==> src/rtl/dmem_arbiter.sv <==
// Two-way arbiter and sequencer for the single-ported data RAM behind the MEM stage (pipe vs DMA).
// Latency: grant on the first edge, done/ack registered on the edge that samples ram_ready, one DONE bubble.
// Backpressure: stall holds the pipe until pipe_done; DMA holds dma_req until dma_ack, and loses to the pipe at most MAX_WAIT times.
module dmem_arbiter #(
    parameter int ADDR_W   = 5,
    parameter int DATA_W   = 32,
    parameter int MAX_WAIT = 4
) (
    input  logic              clk,
    input  logic              rst_n,
    input  logic              pipe_rd,
    input  logic              pipe_wr,
    input  logic [31:0]       pipe_adr,
    input  logic [DATA_W-1:0] pipe_wdata,
    output logic [DATA_W-1:0] pipe_rdata,
    output logic              pipe_done,
    output logic              stall,
    input  logic              dma_req,
    input  logic              dma_we,
    input  logic [ADDR_W-1:0] dma_adr,
    input  logic [DATA_W-1:0] dma_wdata,
    output logic [DATA_W-1:0] dma_rdata,
    output logic              dma_ack,
    output logic              ram_en,
    output logic              ram_we,
    output logic [ADDR_W-1:0] ram_adr,
    output logic [DATA_W-1:0] ram_wdata,
    input  logic [DATA_W-1:0] ram_rdata,
    input  logic              ram_ready,
    output logic              adr_err
);

    typedef enum logic [1:0] {IDLE, PIPE, DMA, DONE} state_t;

    localparam logic [3:0] WAIT_MAX = 4'(MAX_WAIT);

    state_t             state, state_nxt;
    logic               ram_en_nxt, ram_we_nxt, pipe_done_nxt, dma_ack_nxt, adr_err_nxt;
    logic [ADDR_W-1:0]  ram_adr_nxt;
    logic [DATA_W-1:0]  ram_wdata_nxt, pipe_rdata_nxt, dma_rdata_nxt;
    logic [3:0]         wait_cnt, wait_cnt_nxt;
    logic               pipe_req, dma_win, adr_hi;

    assign pipe_req = pipe_rd | pipe_wr;
    assign stall    = pipe_req & ~pipe_done;
    // DMA wins when alone, or when it has already lost MAX_WAIT times in a row.
    assign dma_win  = dma_req & (~pipe_req | (wait_cnt == WAIT_MAX));
    assign adr_hi   = |pipe_adr[31:ADDR_W];

    always_ff @(posedge clk or negedge rst_n) begin
        if (!rst_n) begin
            state      <= IDLE;
            ram_en     <= 1'b0;
            ram_we     <= 1'b0;
            ram_adr    <= '0;
            ram_wdata  <= '0;
            pipe_done  <= 1'b0;
            dma_ack    <= 1'b0;
            pipe_rdata <= '0;
            dma_rdata  <= '0;
            adr_err    <= 1'b0;
            wait_cnt   <= '0;
        end else begin
            state      <= state_nxt;
            ram_en     <= ram_en_nxt;
            ram_we     <= ram_we_nxt;
            ram_adr    <= ram_adr_nxt;
            ram_wdata  <= ram_wdata_nxt;
            pipe_done  <= pipe_done_nxt;
            dma_ack    <= dma_ack_nxt;
            pipe_rdata <= pipe_rdata_nxt;
            dma_rdata  <= dma_rdata_nxt;
            adr_err    <= adr_err_nxt;
            wait_cnt   <= wait_cnt_nxt;
        end
    end

    always_comb begin
        state_nxt      = state;
        ram_en_nxt     = ram_en;
        ram_we_nxt     = ram_we;
        ram_adr_nxt    = ram_adr;
        ram_wdata_nxt  = ram_wdata;
        pipe_done_nxt  = 1'b0;
        dma_ack_nxt    = 1'b0;
        pipe_rdata_nxt = pipe_rdata;
        dma_rdata_nxt  = dma_rdata;
        adr_err_nxt    = adr_err;
        wait_cnt_nxt   = wait_cnt;
        case (state)
            IDLE: begin
                if (dma_win) begin
                    state_nxt     = DMA;
                    ram_en_nxt    = 1'b1;
                    ram_we_nxt    = dma_we;
                    ram_adr_nxt   = dma_adr;
                    ram_wdata_nxt = dma_wdata;
                    wait_cnt_nxt  = '0;
                end else if (pipe_req) begin
                    state_nxt     = PIPE;
                    ram_en_nxt    = 1'b1;
                    ram_we_nxt    = pipe_wr;
                    ram_adr_nxt   = pipe_adr[ADDR_W-1:0];
                    ram_wdata_nxt = pipe_wdata;
                    if (adr_hi)
                        adr_err_nxt = 1'b1;
                    if (dma_req && (wait_cnt != WAIT_MAX))
                        wait_cnt_nxt = wait_cnt + 4'd1;
                end
            end
            PIPE: begin
                if (ram_ready) begin
                    state_nxt     = DONE;
                    ram_en_nxt    = 1'b0;
                    pipe_done_nxt = 1'b1;
                    if (!ram_we)
                        pipe_rdata_nxt = ram_rdata;
                end
            end
            DMA: begin
                if (ram_ready) begin
                    state_nxt   = DONE;
                    ram_en_nxt  = 1'b0;
                    dma_ack_nxt = 1'b1;
                    if (!ram_we)
                        dma_rdata_nxt = ram_rdata;
                end
            end
            DONE: begin
                // Bubble so a completed requester can drop its request before re-arbitration.
                state_nxt = IDLE;
            end
            default: state_nxt = IDLE;
        endcase
    end

endmodule

==> config.mk <==
export PLATFORM = sky130hd
export DESIGN_NAME = dmem_arbiter
export DESIGN_NICKNAME = d
export VERILOG_FILES = /design/src/rtl/dmem_arbiter.sv
export SDC_FILE = /design/constraint.sdc
export NUM_CORES = 1
export LEC_CHECK = 0
export ABC_CLOCK_PERIOD_IN_PS = 2550
export CAP_MARGIN = 20
export CORE_MARGIN = 3
export CORE_UTILIZATION = 40
export CTS_BUF_LIST = sky130_fd_sc_hd__clkbuf_4
export DETAILED_ROUTE_END_ITERATION = 16
export GPL_ROUTABILITY_DRIVEN = 0
export HOLD_SLACK_MARGIN = 0.15
export PLACE_DENSITY = 0.79
export SETUP_SLACK_MARGIN = 0.05
export SYNTH_ARGS = -nofsm -noshare
export SYNTH_HDL_FRONTEND = slang
export SYNTH_SLANG_ARGS = --single-unit
==> constraint.sdc <==
create_clock -name clk -period 2.55 [get_ports clk]
set_clock_uncertainty 0.15 [all_clocks]
set_input_delay 0.6375 -clock clk [delete_from_list [all_inputs] [get_ports clk]]
set_output_delay 0.6375 -clock clk [all_outputs]
set_load 0.01 [all_outputs]
Word-level counts from Yosys, hierarchy flattened:

Index checks and enable logic that the tools add are counted.

* bits in registers: 112
* latch bits: 0
* bits in writable memories: 0
* memory bits (read-only): 0
* input bits: 140
* output and inout bits: 107
* logic and storage cells: 61
* memories kept: 0

* add/subtract/negate cells: 1
* $mul: 0
* divide/modulo/power cells: 0
* magnitude comparators: 0
* eq/ne operators: 7
* shift operators: 0
* muxes and demuxes: 20
* bitwise gates (word level): 8
* reductions and logical operators: 14

Operator list (number)
* $mux W32: 2
* $reduce_or A27 Y1: 1
* $mux W4: 3
* $reduce_and A3 Y1: 4
* $mux W5: 2
* $mux W1: 8
* $mux W2: 3
* $pmux W2 S3: 1
* $reduce_bool A2 Y1: 3
* $add A4 B1 Y4 const B: 1
* $eq A2 B2 Y1 const B: 2
* $eq A4 B3 Y1 const B: 1
* $ne A4 B3 Y1 const B: 1
* $not A1 Y1: 4
* $reduce_and A2 Y1: 2
* $reduce_and A4 Y1: 1
* $ne A3 B3 Y1 const B: 1
* $and A1 B1 Y1: 2
* $eq A2 B1 Y1 const B: 1
* $logic_not A2 Y1: 1
* $ne A2 B1 Y1 const B: 1
* $or A1 B1 Y1: 2
* $pmux W1 S2: 1
* $reduce_or A2 Y1: 1
* $logic_and A1 B1 Y1: 1

Logic depth before layout (Yosys ltp):

Gate-level depths: netlist of run 1.

* depth after elaboration: 6
* mapped depth: 8
* mapped depth without buffers: 6

Worst setup path before layout of run 1:

OpenSTA, ideal clock, no wires.

* path kind: reg-to-reg
* start: reg state[0]
* end: reg ram_wdata[10]
* library setup time: 0.123 ns
* arrival time: 1.609 ns
* required time: 2.277 ns
* path slack: 0.669 ns
* cell stages (with the launch flop): 9
* buffers on the path: 3
* clock period less this slack: 1.881 ns
* cells stage by stage: dfrtp_1 -> inv_1 -> ha_1 -> buf_4 -> and2_1 -> clkbuf_1 -> nand2_4 -> buf_6 -> o221a_2

* word-level cells in the longest chain between the ends: 2

RTL lines
* from (decl): line 37 `state_t state, state_nxt;`
* from (signal assigned): line 64 `state <= state_nxt;`
* $logic_not A2 Y1: line 90 `case (state)`
* $reduce_and A2 Y1 (no source line)
* to (signal assigned): line 68 `ram_wdata <= ram_wdata_nxt;`
* to (decl): line 27 `output logic [DATA_W-1:0] ram_wdata,`

No other way between the ends.
A chain may end at the register's enable or synchronous reset.

Worst setup path after layout of run 1:

* start: in pipe_wr
* end: out stall

* word-level cells in the longest chain between the ends: 2

RTL lines
* from (decl): line 12 `input logic pipe_wr,`
* $or A1 B1 Y1: line 44 `assign pipe_req = pipe_rd | pipe_wr;`
* $and A1 B1 Y1: line 45 `assign stall = pipe_req & ~pipe_done;`
* to (decl): line 17 `output logic stall,`

No other way between the ends.

==> run_results.csv, run 1 <==
group,metric,value,unit
yosys,ys_seq_area_share,53.5,%
power,ir_worst_vdd,0.000490,V
die,io_pins,247,
run,cap_viol_max_count,0,
route,drt-initial-drc-count,234,
clock_tree,cts_tree,"done",
final_layout,multi_input_area,2190,um2
placed_design,dpl.hpwl,11.5,mm
yosys,synth_top_area_share,53.5,%
setup_path,cp_max_fo,2,
min_path,min_path_type,"flip-flop to flip-flop",
clock_tree,cts_setup_buffers,0,
power,p_leak,3.27,nW
setup_path,rr_worst_depth,5,
global_routing,grt_pass1_vias,4655,
global_routing,grt_pass1_wl,23.9,mm
placed_design,port_buffers,246,
route,via_per_inst,5.49,
yosys,synth_cell_types,43,
yosys,avgSynthCellArea,13.6,um2
setup_path,crit_slowest_cell,"clkdlybuf4s50_1",
clock_tree,cts_root_buf,"clkbuf_4",
yosys,syn_inst,384,
timing,finalCriticalPeriod,2.32,ns
global_routing,grt_start_max_net_pins,113,
final_layout,synthToLayoutAreaGrowth,53.8,%
setup_path,path_class,"input port to primary output",
final_layout,utilization,63.3,%
clock_tree,clkLatencyLatePin,0.45,ns
route,drc,0,
setup_path,cp-start-kind,"input port",
route,routed_wl,15.4,mm
setup_path,path_buf_inv,2,
die,dieHeight,120,um
yosys,yosysMostFrequentCell,"dfrtp_1",
yosys,syn_area,5240,um2
clock_tree,clock_sinks,112,
setup_path,regToRegStartpoint,"state[0]$_DFFE_PN0P_",
setup_path,end_kind,"primary output",
min_path,worstHoldStart,"pipe_rdata[7]$_DFFE_PN0P_",
yosys,ys.warnings.count,0,
status,status,"complete, no violations",
die,die_w,120,um
global_routing,antenna_found_initial,1,
route,vias,4421,
clock_tree,clk_pin_slew_worst_paths,0.16,ns
setup_path,critical_path.most_common_cell,"nor2_1",
setup_path,slowest_delay,0.42,ns
timing,fmax,432,MHz
yosys,synth-seq-cells,112,
setup_path,crit_family,"buffers and inverters",
setup_path,worstPathRequired,1.76,ns
timing,setup_viol,0,
yosys,synth_edf_count,0,
final_layout,final_nets,775,
route,antenna_left,0,
timing,period_share,90.8,%
timing,worst_pin_slew,0.601,ns
yosys,syn_nets,531,
setup_path,regToRegEndpoint,"ram_wdata[18]$_DFFE_PN0P_",
setup_path,ff2ff_setup_slack,0.46,ns
min_path,hold_depth,1,
route,wl_per_cell,19.1,um
global_routing,grt_usage,20.5,%
die,fp.coreArea,12700,um2
power,power_density,1130,nW/um2
timing,slew-limit-headroom,60.0,%
setup_path,worstPathArrival,1.53,ns
placed_design,dp.cells,788,
die,dieArea,14500,um2
clock_tree,cts_made_buffers,9,
die,initial_utilization,41.2,%
min_path,worstHoldEndpoint,"pipe_rdata[7]$_DFFE_PN0P_",
yosys,synth_flop_cell,"dfrtp_1",
timing,final_max_slew_viol_count,0,
final_layout,layout-drive-gt1-share,22.6,%
final_layout,fin_cells,806,
die,rows,41,
clock_tree,cts_buffer_depth,2,
yosys,ys_top_cells_by_count,"dfrtp_1, mux2_2, o22ai_1",
global_routing,grt_overflow_total,0,
yosys,yosysTopAreaCell,"dfrtp_1",
setup_path,cp_cell_sequence,"clkdlybuf4s50_1 > nor2_1 > nor2_1 > dlygate4sd2_1",
timing,final_hold_viol_count,0,
yosys,synth_area_leaders,"dfrtp_1, mux2_2, o221a_2, o22ai_1, a2bb2oi_1",
final_layout,seq_area,2800,um2
yosys,ys_async_sr_fraction,100,%
final_layout,fillers,1025,
timing,rsz0062_at_grt,"false",
route,first_pass_iters,4,
clock_tree,h-tree-depth,3,
[cells by family after synthesis]
logic type                 Yosys count  synth area share (%)
adders and majority gates            7                  1.67
and+or+nand+nor                     33                  3.99
AOI/OAI and AO/OA                  128                  22.2
DFF                                112                  53.5
buffers and inverters               39                  4.75
muxes                               65                  13.9
[repair_timing]
item,in CTS,in global routing
hold buffers,1,0
endpoints found under the setup margin,1,0
resized for setup,1,0
endpoints found under the hold margin,112,0
[worst max path at each step]
stage | depth (start not counted) | start | endpoint
detailed placement | 7 | pipe_wr | ram_wdata[23]$_DFFE_PN0P_
CTS | 4 | pipe_wr | stall
floorplan | 8 | state[0]$_DFFE_PN0P_ | ram_wdata[10]$_DFFE_PN0P_
global route | 4 | pipe_wr | stall
global placement | 4 | pipe_wr | stall
finish | 4 | pipe_wr | stall
[flip-flops by register name, summed over array words and instances (netlist names)]
name and count:
pipe_done 1, ram_we 1, ram_adr 5, wait_cnt 4, dma_rdata 32, dma_ack 1
ram_en 1, state 2, adr_err 1, pipe_rdata 32, ram_wdata 32
[final cells by class]
cell class	count	area share (%)
Sequential cell	112	34.8
Timing Repair Buffer	265	33.1
Multi-Input combinational cell	233	27.2
Tap cell	172	2.67
Clock inverter	7	1.07
Clock buffer	9	0.838
Inverter	7	0.326
Antenna cell	1	0.0311
[metal layers]
metal,routed length (um),track usage (%),vias up
met5,0,0,-
met3,1160,4.68,18
li1,-,-,2005
met4,310,8.22,0
met1,6080,24.7,2198
met2,7810,35.6,200
[per-stage QoR]
step / hold slack, ns / TNS [ns] / area [um2] / setup WS, ns / total power [W]
finish: 0.366 / 0 / 8060 / 0.234 / 0.00911
global route: 0.393 / 0 / 8060 / 0.170 / 0.00962
CTS: 0.373 / 0 / 8060 / 0.219 / 0.00919
detailed placement: 0.337 / -0.333 / 7890 / -0.0808 / 0.00825
global placement: 0.322 / -0.0390 / 7890 / -0.0390 / 0.00804
floorplan: 0.192 / 0 / 5240 / 0.669 / 0.00568
[cells in the final DEF (no fill, tap or decap), types with 3 or more instances in the layout]
cell type / netlist / routed
o221a_1: 7 / 7
a31oi_1: 3 / 3
inv_8: 0 / 3
a2bb2oi_1: 25 / 25
inv_1: 7 / 7
and2_1: 3 / 3
clkdlybuf4s50_1: 0 / 244
buf_12: 1 / 5
ha_1: 7 / 6
o22ai_1: 39 / 39
nand2b_1: 3 / 3
nand2_1: 3 / 3
dfrtp_1: 112 / 112
nor4_1: 7 / 7
o221a_2: 31 / 31
buf_4: 1 / 14
nor2_1: 4 / 4
mux2_2: 59 / 59
a2bb2oi_2: 12 / 12
o21ai_0: 4 / 4
mux2_1: 5 / 5
clkbuf_4: 0 / 9
[power by group]
part | internal (W) | switching (W) | leakage [nW]
Sequential | 0.00267 | 0.000596 | 1.33
Clock | 0.000325 | 0.000614 | 0.0863
Combinational | 0.00302 | 0.00188 | 1.86
Power figures use the tool's default switching activity.
==> run 2, diff against run 1 <==
--- a/config.mk
+++ b/config.mk
@@ -5,6 +5,7 @@
 export SDC_FILE = /design/constraint.sdc
 export NUM_CORES = 1
 export LEC_CHECK = 0
+export ABC_AREA = 1
 export ABC_CLOCK_PERIOD_IN_PS = 2550
 export CAP_MARGIN = 20
 export CORE_MARGIN = 3
@@ -15,6 +16,7 @@
 export HOLD_SLACK_MARGIN = 0.15
 export PLACE_DENSITY = 0.79
 export SETUP_SLACK_MARGIN = 0.05
+export SLEW_MARGIN = 30
 export SYNTH_ARGS = -nofsm -noshare
 export SYNTH_HDL_FRONTEND = slang
 export SYNTH_SLANG_ARGS = --single-unit
==> run_results.csv, run 2 <==
group,metric,value,unit
timing,period_share,91.3,%
min_path,min_path_type,"flip-flop to flip-flop",
die,rows,40,
placed_design,dp.cells,1034,
yosys,avgSynthCellArea,8.05,um2
setup_path,cp_max_fo,2,
yosys,synth_flop_cell,"dfrtp_1",
yosys,yosysTopAreaCell,"dfrtp_1",
route,routed_wl,13.9,mm
timing,rsz0062_at_grt,"false",
setup_path,worstPathArrival,1.54,ns
placed_design,port_buffers,246,
yosys,syn_nets,787,
yosys,synth_area_leaders,"dfrtp_1, nand2_1, o21ai_0, inv_1, nand3_1",
final_layout,final_nets,1025,
setup_path,worstPathRequired,1.76,ns
die,die_w,119,um
run,cap_viol_max_count,0,
clock_tree,clk_pin_slew_worst_paths,0.17,ns
yosys,syn_area,5150,um2
timing,final_hold_viol_count,0,
route,drc,0,
final_layout,seq_area,2800,um2
global_routing,grt_start_max_net_pins,113,
power,finalPower,0.00792,W
yosys,ys.warnings.count,0,
route,vias,4711,
final_layout,layout-drive-gt1-share,4.30,%
clock_tree,cts_made_buffers,9,
yosys,ys_top_cells_by_count,"nand2_1, dfrtp_1, inv_1",
final_layout,reg_top3,"dma_rdata: 32 flops, pipe_rdata: 32 flops, ram_wdata: 32 flops",
die,initial_utilization,41.8,%
yosys,synth_edf_count,0,
clock_tree,cts_buffer_depth,2,
power,power_density,1000,nW/um2
power,ir_worst_vdd,0.000476,V
yosys,synth_cell_types,21,
final_layout,fillers,1082,
route,via_per_inst,4.48,
yosys,synth-seq-cells,112,
min_path,worstHoldStart,"adr_err$_DFFE_PN0P_",
clock_tree,clkLatencyLatePin,0.47,ns
setup_path,slowest_delay,0.50,ns
route,antenna_left,0,
yosys,yosysMostFrequentCell,"nand2_1",
clock_tree,cts_root_buf,"clkbuf_4",
global_routing,antenna_found_initial,1,
timing,hold_slack,0.337,ns
final_layout,synthToLayoutAreaGrowth,53.7,%
setup_path,regToRegStartpoint,"state[0]$_DFFE_PN0P_",
die,io_pins,247,
global_routing,grt_pass1_wl,22.7,mm
final_layout,multi_input_area,1770,um2
global_routing,grt_pass1_vias,4561,
yosys,ys_async_sr_fraction,100,%
yosys,syn_inst,640,
die,dieArea,14300,um2
timing,final_max_slew_viol_count,0,
global_routing,grt_overflow_total,0,
clock_tree,clock_sinks,112,
timing,slew-limit-headroom,59.9,%
global_routing,grt_usage,19.6,%
timing,finalCriticalPeriod,2.33,ns
final_layout,fin_cells,1052,
setup_path,cp-start-kind,"input port",
route,wl_per_cell,13.2,um
setup_path,critPathLaunch,"pipe_wr",
setup_path,end_kind,"primary output",
setup_path,cp_cell_sequence,"clkdlybuf4s50_1 > nor2_2 > nor2_1 > dlygate4sd2_1",
die,dieHeight,119,um
setup_path,crit_slowest_cell,"clkdlybuf4s50_1",
setup_path,path_class,"input port to primary output",
timing,worst_pin_slew,0.601,ns
power,p_leak,3.90,nW
final_layout,utilization,64.3,%
timing,setup_viol,0,
clock_tree,cts_setup_buffers,0,
clock_tree,cts_tree,"done",
die,fp.coreArea,12300,um2
yosys,synth_top_area_share,54.4,%
final_layout,layout_commonest_cell,"clkdlybuf4s50_1",
yosys,ys_seq_area_share,54.4,%
placed_design,dpl.hpwl,10.3,mm
clock_tree,h-tree-depth,3,
route,drt-initial-drc-count,288,
status,status,"complete, no violations",
final_layout,layout_common_cells,"clkdlybuf4s50_1, nand2_1, dfrtp_1",
timing,fmax,429,MHz
route,first_pass_iters,4,
## run 2: final timing paths
kind | to | slack (ns) | depth (start not counted)
setup / recovery | stall | 0.22 | 4
hold / removal | adr_err$_DFFE_PN0P_ | 0.34 | 2
setup reg to reg | state[1]$_DFFE_PN0P_ | 0.73 | 7
hold reg to reg | adr_err$_DFFE_PN0P_ | 0.34 | 2
max in group asynchronous | ram_adr[0]$_DFFE_PN0P_ | 1.17 | 3
min in group asynchronous | pipe_rdata[14]$_DFFE_PN0P_ | 0.60 | 3
## run 2: cell families after synthesis
| logic type | synth area share, % |
|---|---|
| and+or+nand+nor | 21.5 |
| buffers and inverters | 11.4 |
| DFF | 54.4 |
| AOI/OAI and AO/OA | 10.6 |
| adders and majority gates | 1.70 |
| xor gates and xnor gates | 0.340 |
## run 2: metal layers
metal / wire length, um / GRT usage, % / share of wire (%)
met5: 0 / 0 / 0
met4: 235 / 6.80 / 1.7
met3: 862 / 4.65 / 6.2
met2: 7010 / 33.9 / 51
met1: 5770 / 24.0 / 42
## run 2: cell type report
| class | instances | area share (%) |
|---|---|---|
| clock buffer | 9 | 0.853 |
| multi-input combinational | 391 | 22.3 |
| antenna | 1 | 0.0316 |
| clock inverter | 7 | 0.679 |
| timing repair buffer | 259 | 33.1 |
| sequential | 112 | 35.4 |
| tap | 168 | 2.65 |
| inverter | 105 | 4.98 |
## run 2: power breakdown
part | internal, W | total (W) | switching, W
registers | 0.00259 | 0.00302 | 0.000435
logic | 0.00214 | 0.00407 | 0.00193
clock network | 0.000212 | 0.000824 | 0.000613
total | 0.00494 | 0.00792 | 0.00298
## run 2: per-stage QoR
step	TNS, ns	instance area (um2)	setup slack, ns
after detailed placement	-0.0464	7790	-0.0464
after CTS	0	7920	0.219
after global placement	-0.0286	7790	-0.0286
after global routing	0	7920	0.138
final	0	7920	0.221
after floorplan	0	5150	0.899
## run 2: critical path, delay by kind of cell
kind,cells,cell delay [ns]
simple gates,2,0.14
buf+inv,2,0.77
## run 2: timing repair
item                       CTS  global route
hold endpoints to repair   112             0
gates resized for setup      1             0
setup endpoints to repair    1             0
hold buffers                 1             0
